[src/rtl/apb_mem_ws_if.sv]
// APB3 bus bundle for apb_mem_ws.
// Optional byte strobes are present only when APB_MEM_PSTRB_EN is defined.
interface apb_mem_ws_if #(
   parameter int unsigned DATA_W = 32,
   parameter int unsigned ADDR_W = 8
);
   logic              PSEL;
   logic              PENABLE;
   logic              PWRITE;
   logic [ADDR_W-1:0] PADDR;
   logic [DATA_W-1:0] PWDATA;
`ifdef APB_MEM_PSTRB_EN
   logic [DATA_W/8-1:0] PSTRB;
`endif
   logic [DATA_W-1:0] PRDATA;
   logic              PREADY;
   logic              PSLVERR;

   modport master (
`ifdef APB_MEM_PSTRB_EN
      output PSTRB,
`endif
      output PSEL, PENABLE, PWRITE, PADDR, PWDATA,
      input  PRDATA, PREADY, PSLVERR
   );

   modport slave (
`ifdef APB_MEM_PSTRB_EN
      input  PSTRB,
`endif
      input  PSEL, PENABLE, PWRITE, PADDR, PWDATA,
      output PRDATA, PREADY, PSLVERR
   );
endinterface

[src/rtl/apb_mem_ws.sv]
// APB3 slave memory with programmable wait states, range/alignment error reporting
// and abort handling. Define APB_MEM_PSTRB_EN to add byte-lane write strobes.
module apb_mem_ws #(
   parameter int unsigned DATA_W      = 32,
   parameter int unsigned ADDR_W      = 8,
   parameter int unsigned DEPTH       = 64,
   parameter int unsigned WAIT_CYCLES = 0
) (
   input logic          i_PCLK,
   input logic          i_PRESET,
   apb_mem_ws_if.slave  io_apb
);
   localparam int unsigned NBYTES = DATA_W / 8;
   localparam int unsigned LSB    = $clog2(NBYTES);
   localparam int unsigned IDX_W  = (DEPTH > 1) ? $clog2(DEPTH) : 1;

   localparam logic [ADDR_W-1:0] ALIGN_MASK = ADDR_W'((1 << LSB) - 1);
   // One extra bit so DEPTH == 2^ADDR_W still compares correctly.
   localparam logic [ADDR_W:0]   DEPTH_L    = (ADDR_W + 1)'(DEPTH);
   localparam logic [3:0]        WAIT_L     = 4'(WAIT_CYCLES);

   localparam logic [0:0] ST_IDLE   = 1'b0;
   localparam logic [0:0] ST_ACCESS = 1'b1;

   logic [0:0]        r_state;
   logic [3:0]        r_cnt;
   logic              r_write;
   logic              r_err;
   logic [IDX_W-1:0]  r_idx;
   logic [DATA_W-1:0] r_wdata;
   logic [DATA_W-1:0] r_prdata;
   logic [DATA_W-1:0] r_mem [DEPTH];
`ifdef APB_MEM_PSTRB_EN
   logic [NBYTES-1:0] r_strb;
`endif

   logic [ADDR_W-1:0] w_index;
   logic [IDX_W-1:0]  w_idx;
   logic              w_misalign;
   logic              w_oor;
   logic              w_err;
   logic              w_setup;
   logic              w_active;
   logic              w_ready;
   logic              w_commit;

   // Address decode and error classification of the setup phase.
   always_comb begin
      w_index    = io_apb.PADDR >> LSB;
      w_idx      = w_index[IDX_W-1:0];
      w_misalign = (io_apb.PADDR & ALIGN_MASK) != '0;
      w_oor      = {1'b0, w_index} >= DEPTH_L;
`ifdef APB_MEM_PSTRB_EN
      // Reads must carry an all-zero strobe.
      w_err      = w_misalign | w_oor | (!io_apb.PWRITE && (io_apb.PSTRB != '0));
`else
      w_err      = w_misalign | w_oor;
`endif
      w_setup    = io_apb.PSEL & ~io_apb.PENABLE;
      w_active   = io_apb.PSEL & io_apb.PENABLE;
      // PREADY decodes registered state only.
      w_ready    = (r_state == ST_ACCESS) && (r_cnt == 4'd0);
      w_commit   = w_ready & w_active & r_write & ~r_err;
   end

   // Transfer state machine, request latching and read data register.
   always_ff @(posedge i_PCLK) begin
      if (i_PRESET) begin
         r_state  <= ST_IDLE;
         r_cnt    <= 4'd0;
         r_write  <= 1'b0;
         r_err    <= 1'b0;
         r_idx    <= '0;
         r_wdata  <= '0;
         r_prdata <= '0;
`ifdef APB_MEM_PSTRB_EN
         r_strb   <= '0;
`endif
      end else begin
         case (r_state)
            ST_IDLE: begin
               if (w_setup) begin
                  r_write <= io_apb.PWRITE;
                  r_err   <= w_err;
                  r_idx   <= w_idx;
                  r_wdata <= io_apb.PWDATA;
`ifdef APB_MEM_PSTRB_EN
                  r_strb  <= io_apb.PSTRB;
`endif
                  r_cnt   <= WAIT_L;
                  r_state <= ST_ACCESS;
                  if (!io_apb.PWRITE) begin
                     r_prdata <= w_err ? '0 : r_mem[w_idx];
                  end
               end
            end
            ST_ACCESS: begin
               if (!w_active) begin
                  r_state <= ST_IDLE;  // abort: no write, no PREADY
               end else if (r_cnt != 4'd0) begin
                  r_cnt <= r_cnt - 4'd1;
               end else begin
                  r_state <= ST_IDLE;
               end
            end
            default: r_state <= ST_IDLE;
         endcase
      end
   end

   // Storage array; cleared on reset, written on the completing cycle of a good write.
   always_ff @(posedge i_PCLK) begin
      if (i_PRESET) begin
         for (int unsigned i = 0; i < DEPTH; i++) begin
            r_mem[i] <= '0;
         end
      end else if (w_commit) begin
`ifdef APB_MEM_PSTRB_EN
         for (int unsigned b = 0; b < NBYTES; b++) begin
            if (r_strb[b]) begin
               r_mem[r_idx][8*b +: 8] <= r_wdata[8*b +: 8];
            end
         end
`else
         r_mem[r_idx] <= r_wdata;
`endif
      end
   end

   assign io_apb.PRDATA  = r_prdata;
   assign io_apb.PREADY  = w_ready;
   assign io_apb.PSLVERR = w_ready & r_err;

endmodule

[src/flat_wrapper.sv]
// flat-port wrapper written by rule: the top's interface ports become plain ports
module apb_mem_ws_flat 
#(
   parameter int unsigned DATA_W      = 32,
   parameter int unsigned ADDR_W      = 8,
   parameter int unsigned DEPTH       = 64,
   parameter int unsigned WAIT_CYCLES = 0
)
  (i_PCLK, i_PRESET, io_apb_PSEL, io_apb_PENABLE, io_apb_PWRITE, io_apb_PADDR, io_apb_PWDATA, io_apb_PRDATA, io_apb_PREADY, io_apb_PSLVERR);
  apb_mem_ws_if #(.DATA_W(DATA_W), .ADDR_W(ADDR_W)) io_apb_i ();
  input logic i_PCLK;
  input logic i_PRESET;
  input wire logic [$bits(io_apb_i.PSEL)-1:0] io_apb_PSEL;
  input wire logic [$bits(io_apb_i.PENABLE)-1:0] io_apb_PENABLE;
  input wire logic [$bits(io_apb_i.PWRITE)-1:0] io_apb_PWRITE;
  input wire logic [$bits(io_apb_i.PADDR)-1:0] io_apb_PADDR;
  input wire logic [$bits(io_apb_i.PWDATA)-1:0] io_apb_PWDATA;
  output wire logic [$bits(io_apb_i.PRDATA)-1:0] io_apb_PRDATA;
  output wire logic [$bits(io_apb_i.PREADY)-1:0] io_apb_PREADY;
  output wire logic [$bits(io_apb_i.PSLVERR)-1:0] io_apb_PSLVERR;
  assign io_apb_i.PSEL = io_apb_PSEL;
  assign io_apb_i.PENABLE = io_apb_PENABLE;
  assign io_apb_i.PWRITE = io_apb_PWRITE;
  assign io_apb_i.PADDR = io_apb_PADDR;
  assign io_apb_i.PWDATA = io_apb_PWDATA;
  assign io_apb_PRDATA = io_apb_i.PRDATA;
  assign io_apb_PREADY = io_apb_i.PREADY;
  assign io_apb_PSLVERR = io_apb_i.PSLVERR;
  apb_mem_ws #(.DATA_W(DATA_W), .ADDR_W(ADDR_W), .DEPTH(DEPTH), .WAIT_CYCLES(WAIT_CYCLES)) u_core (.i_PCLK(i_PCLK), .i_PRESET(i_PRESET), .io_apb(io_apb_i));
endmodule
[config.mk]
export PLATFORM = sky130hd
export DESIGN_NAME = apb_mem_ws_flat
export DESIGN_NICKNAME = d
export VERILOG_FILES = /design/src/rtl/apb_mem_ws_if.sv /design/src/rtl/apb_mem_ws.sv /design/src/flat_wrapper.sv
export SDC_FILE = /design/constraint.sdc
export NUM_CORES = 2
export LEC_CHECK = 0
export CAP_MARGIN = 0
export CORE_AREA = 3 3 571 573
export CTS_CLUSTER_DIAMETER = 40
export DETAILED_ROUTE_END_ITERATION = 6
export DIE_AREA = 0 0 574 576
export DONT_BUFFER_PORTS = 1
export PLACE_DENSITY = 0.42
export SYNTH_ARGS = -nofsm -noshare
export SYNTH_HDL_FRONTEND = slang
export SYNTH_SLANG_ARGS = --single-unit
[constraint.sdc]
create_clock -name i_PCLK -period 3.7 [get_ports i_PCLK]
set_clock_uncertainty 0.15 [all_clocks]
set_input_delay 0.37 -clock i_PCLK [delete_from_list [all_inputs] [get_ports i_PCLK]]
set_output_delay 0.37 -clock i_PCLK [all_outputs]
set_load 0.01 [all_outputs]
==> results_dict.tcl <==
set metrics [dict create \
    grt.total_usage_pct 22.0 \
    cts_num_sinks 2125 \
    cts-resized-gates 0 \
    die_h_um 576 \
    setup_tns_ps 0 \
    hold_viol 0 \
    crit_type "in -> reg" \
    final-seq-area_sq_um 63100 \
    drive_gt1_share_pct 24.1 \
    port_buffers 0 \
    drt-wirelength-per-cell_um 32.3 \
    synth_cell_type_count 50 \
    core_sq_um 321000 \
    clock_power_share_pct 55.0 \
    p_leak_nw 44.3 \
    drt_pass1_iterations 6 \
    area_growth_pct 24.3 \
    p_total_mw 69.8 \
    cp.arrival_ps 3980 \
    wirelength_mm 371 \
    synth-seq-cells 2125 \
    worstMarginPinSlew_ps 1760 \
    rsz0062_at_grt "no" \
    yosysMostFrequentCell "and2_1" \
    avgSynthCellArea_sq_um 14.9 \
    vias 57222 \
    internal_power_mw 53.5 \
    antenna_found_initial 34 \
    grt_max_degree 288 \
    fillers 30119 \
    hp-class "in -> reg" \
    combPwrFrac_pct 5.6 \
    syn_nets 6484 \
    grt_pass1_vias 58679 \
    grt_pass1_wl_mm 507 \
    violations "max-slew violations" \
    yosys.area.top_type "edfxtp_1" \
    crit_path_end_kind "flip-flop" \
    start_kind "input port" \
    period_share_pct 90.0 \
    ir_drop_uv 491 \
    syn_area_sq_um 96200 \
    syn_inst 6438 \
    io_pins 79 \
    vias_per_cell 4.99 \
    clk_latency_ps 940 \
    p_per_area_nw_per_um2 584 \
    fin_crit_ps 3330 \
    clkTransAtPathRegs_ps 50 \
    cts_tree "yes" \
    postRouteAntennaNets 0 \
    die_w_um 574 \
    yosysWarnings 0 \
    yosysSeqAreaShare_pct 65.6 \
    p_seq_share_pct 39.5 \
    cts_buffers 409 \
    synth_async_sr_flop_share_pct 0 \
    die_area_sq_um 331000 \
    max_freq_mhz 300 \
    cts_buffer_depth 4 \
    synth_common_cells "and2_1 (2051), edfxtp_1 (2048), clkbuf_1 (502)" \
    switching_share_pct 23.3 \
    p_sw_mw 16.3 \
    slew_headroom_pct -17.5 \
    cts_root_buffer "clkbuf_16" \
    maxCapViolCount 0 \
    synthTopCellsByArea "edfxtp_1 (64%), and2_1 (13%), mux4_2 (8.5%)" \
    drc 0 \
    synth_edf_count 2048 \
    synthFlopType "edfxtp_1" \
    status "finished with violations" \
    holdWs_ps 50.0 \
    placementRows 208 \
    multiInputGateArea_sq_um 30600 \
    start_util_pct 29.9 \
    critPathRequiredTime_ps 4350 \
    grt-ovfl-total 0 \
    yosysTopAreaCellShare_pct 64.0 \
    maxSlewViolCount 121 \
    place_hpwl_mm 216 \
    fin_nets 6824 \
    setup_viol 0 \
    htreeDepth 5 \
    crit_fanout 115 \
    gp_congestion 0.812 \
    first_iter_violations 5759 \
]
==> critical path, cell delays in order <==
cell and delay [ps]:
buf_16 570, buf_16 510, buf_16 420, mux4_2 560
nor2b_1 150, a211oi_1 270, dlygate4sd3_1 600, buf_4 110
o211ai_1 90
==> power groups by stage <==
| stage | combinational, mW | clock, mW | sequential [mW] |
|---|---|---|---|
| after floorplan | 2.04 | 0 | 27.7 |
| after global placement | 3.70 | 0 | 28.0 |
| after detailed placement | 3.69 | 0 | 28.0 |
| after CTS | 3.89 | 39.0 | 27.6 |
| after global routing | 4.01 | 40.1 | 27.6 |
| final | 3.88 | 38.4 | 27.6 |
==> layout make-up <==
| type | instances | share of cell area [%] |
|---|---|---|
| clock inverter | 299 | 3.02 |
| sequential | 2125 | 52.8 |
| clock buffer | 467 | 8.90 |
| timing repair buffer | 578 | 5.08 |
| inverter | 3 | 0.00942 |
| antenna | 27 | 0.0565 |
| tap | 4305 | 4.51 |
| multi-input combinational | 3661 | 25.6 |
==> cell families (layout without fill, tap and decap cells) <==
| family | count (synthesis) | in the layout | synth area share (%) |
|---|---|---|---|
| fa+ha+maj | 1 | 1 | 0.0130 |
| other cells | 0 | 27 | 0 |
| simple gates | 2438 | 2438 | 15.3 |
| mux | 821 | 821 | 13.3 |
| xor+xnor | 2 | 2 | 0.0182 |
| flops | 2125 | 2125 | 65.6 |
| buf+inv | 652 | 1347 | 2.91 |
| compound gates | 399 | 399 | 2.83 |
==> flip-flops by register name, summed over array words and instances, names as in the netlist <==
name and count:
u_core.r_write 1, u_core.r_cnt 4, u_core.r_idx 6, u_core.r_state 1, u_core.r_err 1, u_core.r_mem 2048
u_core.r_wdata 32, u_core.io_apb.PRDATA 32
==> per-layer routing <==
| layer | up-vias | GRT usage, % | routed length, um |
|---|---|---|---|
| met5 | - | 0 | 46 |
| met4 | 6 | 6.77 | 11500 |
| met3 | 480 | 4.11 | 22900 |
| met2 | 1913 | 35.4 | 175000 |
| met1 | 30419 | 30.1 | 162000 |
| li1 | 24404 | - | - |
==> cell usage in the layout (no fill, tap or decap), types with 9 or more instances in the layout <==
cell,count
clkbuf_16,413
dfxtp_1,45
clkbuf_8,12
buf_4,355
nor2_4,15
o211ai_1,11
buf_12,100
or2_2,65
mux2i_1,417
nor2_1,17
nand2_1,130
dfxtp_2,25
clkinv_1,56
edfxtp_1,2048
and2_1,2050
nor2b_1,21
clkbuf_1,43
a221o_1,9
a21oi_1,129
or4_1,15
bufinv_16,61
clkinvlp_4,32
clkinv_2,65
clkinv_4,36
nor4_1,12
nor3_1,9
inv_6,31
a22oi_1,182
o22ai_1,11
mux4_2,363
dlygate4sd3_1,113
nand3_1,18
nor2_2,50
diode_2,27
a211oi_1,15
mux2_2,40
==> worst paths after layout <==
path,endpoint,start,slack (ps),cells after the start
setup / recovery,u_core.io_apb.PRDATA[7],io_apb_PADDR[2],370,9
hold / removal,u_core.r_wdata[16],io_apb_PENABLE,50,4
setup reg to reg,u_core.io_apb.PRDATA[14],u_core.r_state,500,6
hold reg to reg,u_core.r_err,u_core.r_err,360,2
==> repair_timing <==
action	CTS	global route
hold buffers	116	2
buffers inserted	0	0
endpoints found under the setup margin	6	3
gates cloned	1	1
pin swaps	0	0
hold endpoints to repair	1597	2
==> stage by stage <==
stage               util, %  setup WS, ps  std cells  area, sq um
detailed placement     32.4         -1140      10552       104000
global placement       32.3         -1120      10551       104000
floorplan                 -           993       6438        96200
CTS                    37.2           137      11435       119000
global route           37.2           250      11441       119000
finish                 37.2           371      11465       120000
Note: power is estimated with default switching activity, not from simulation.
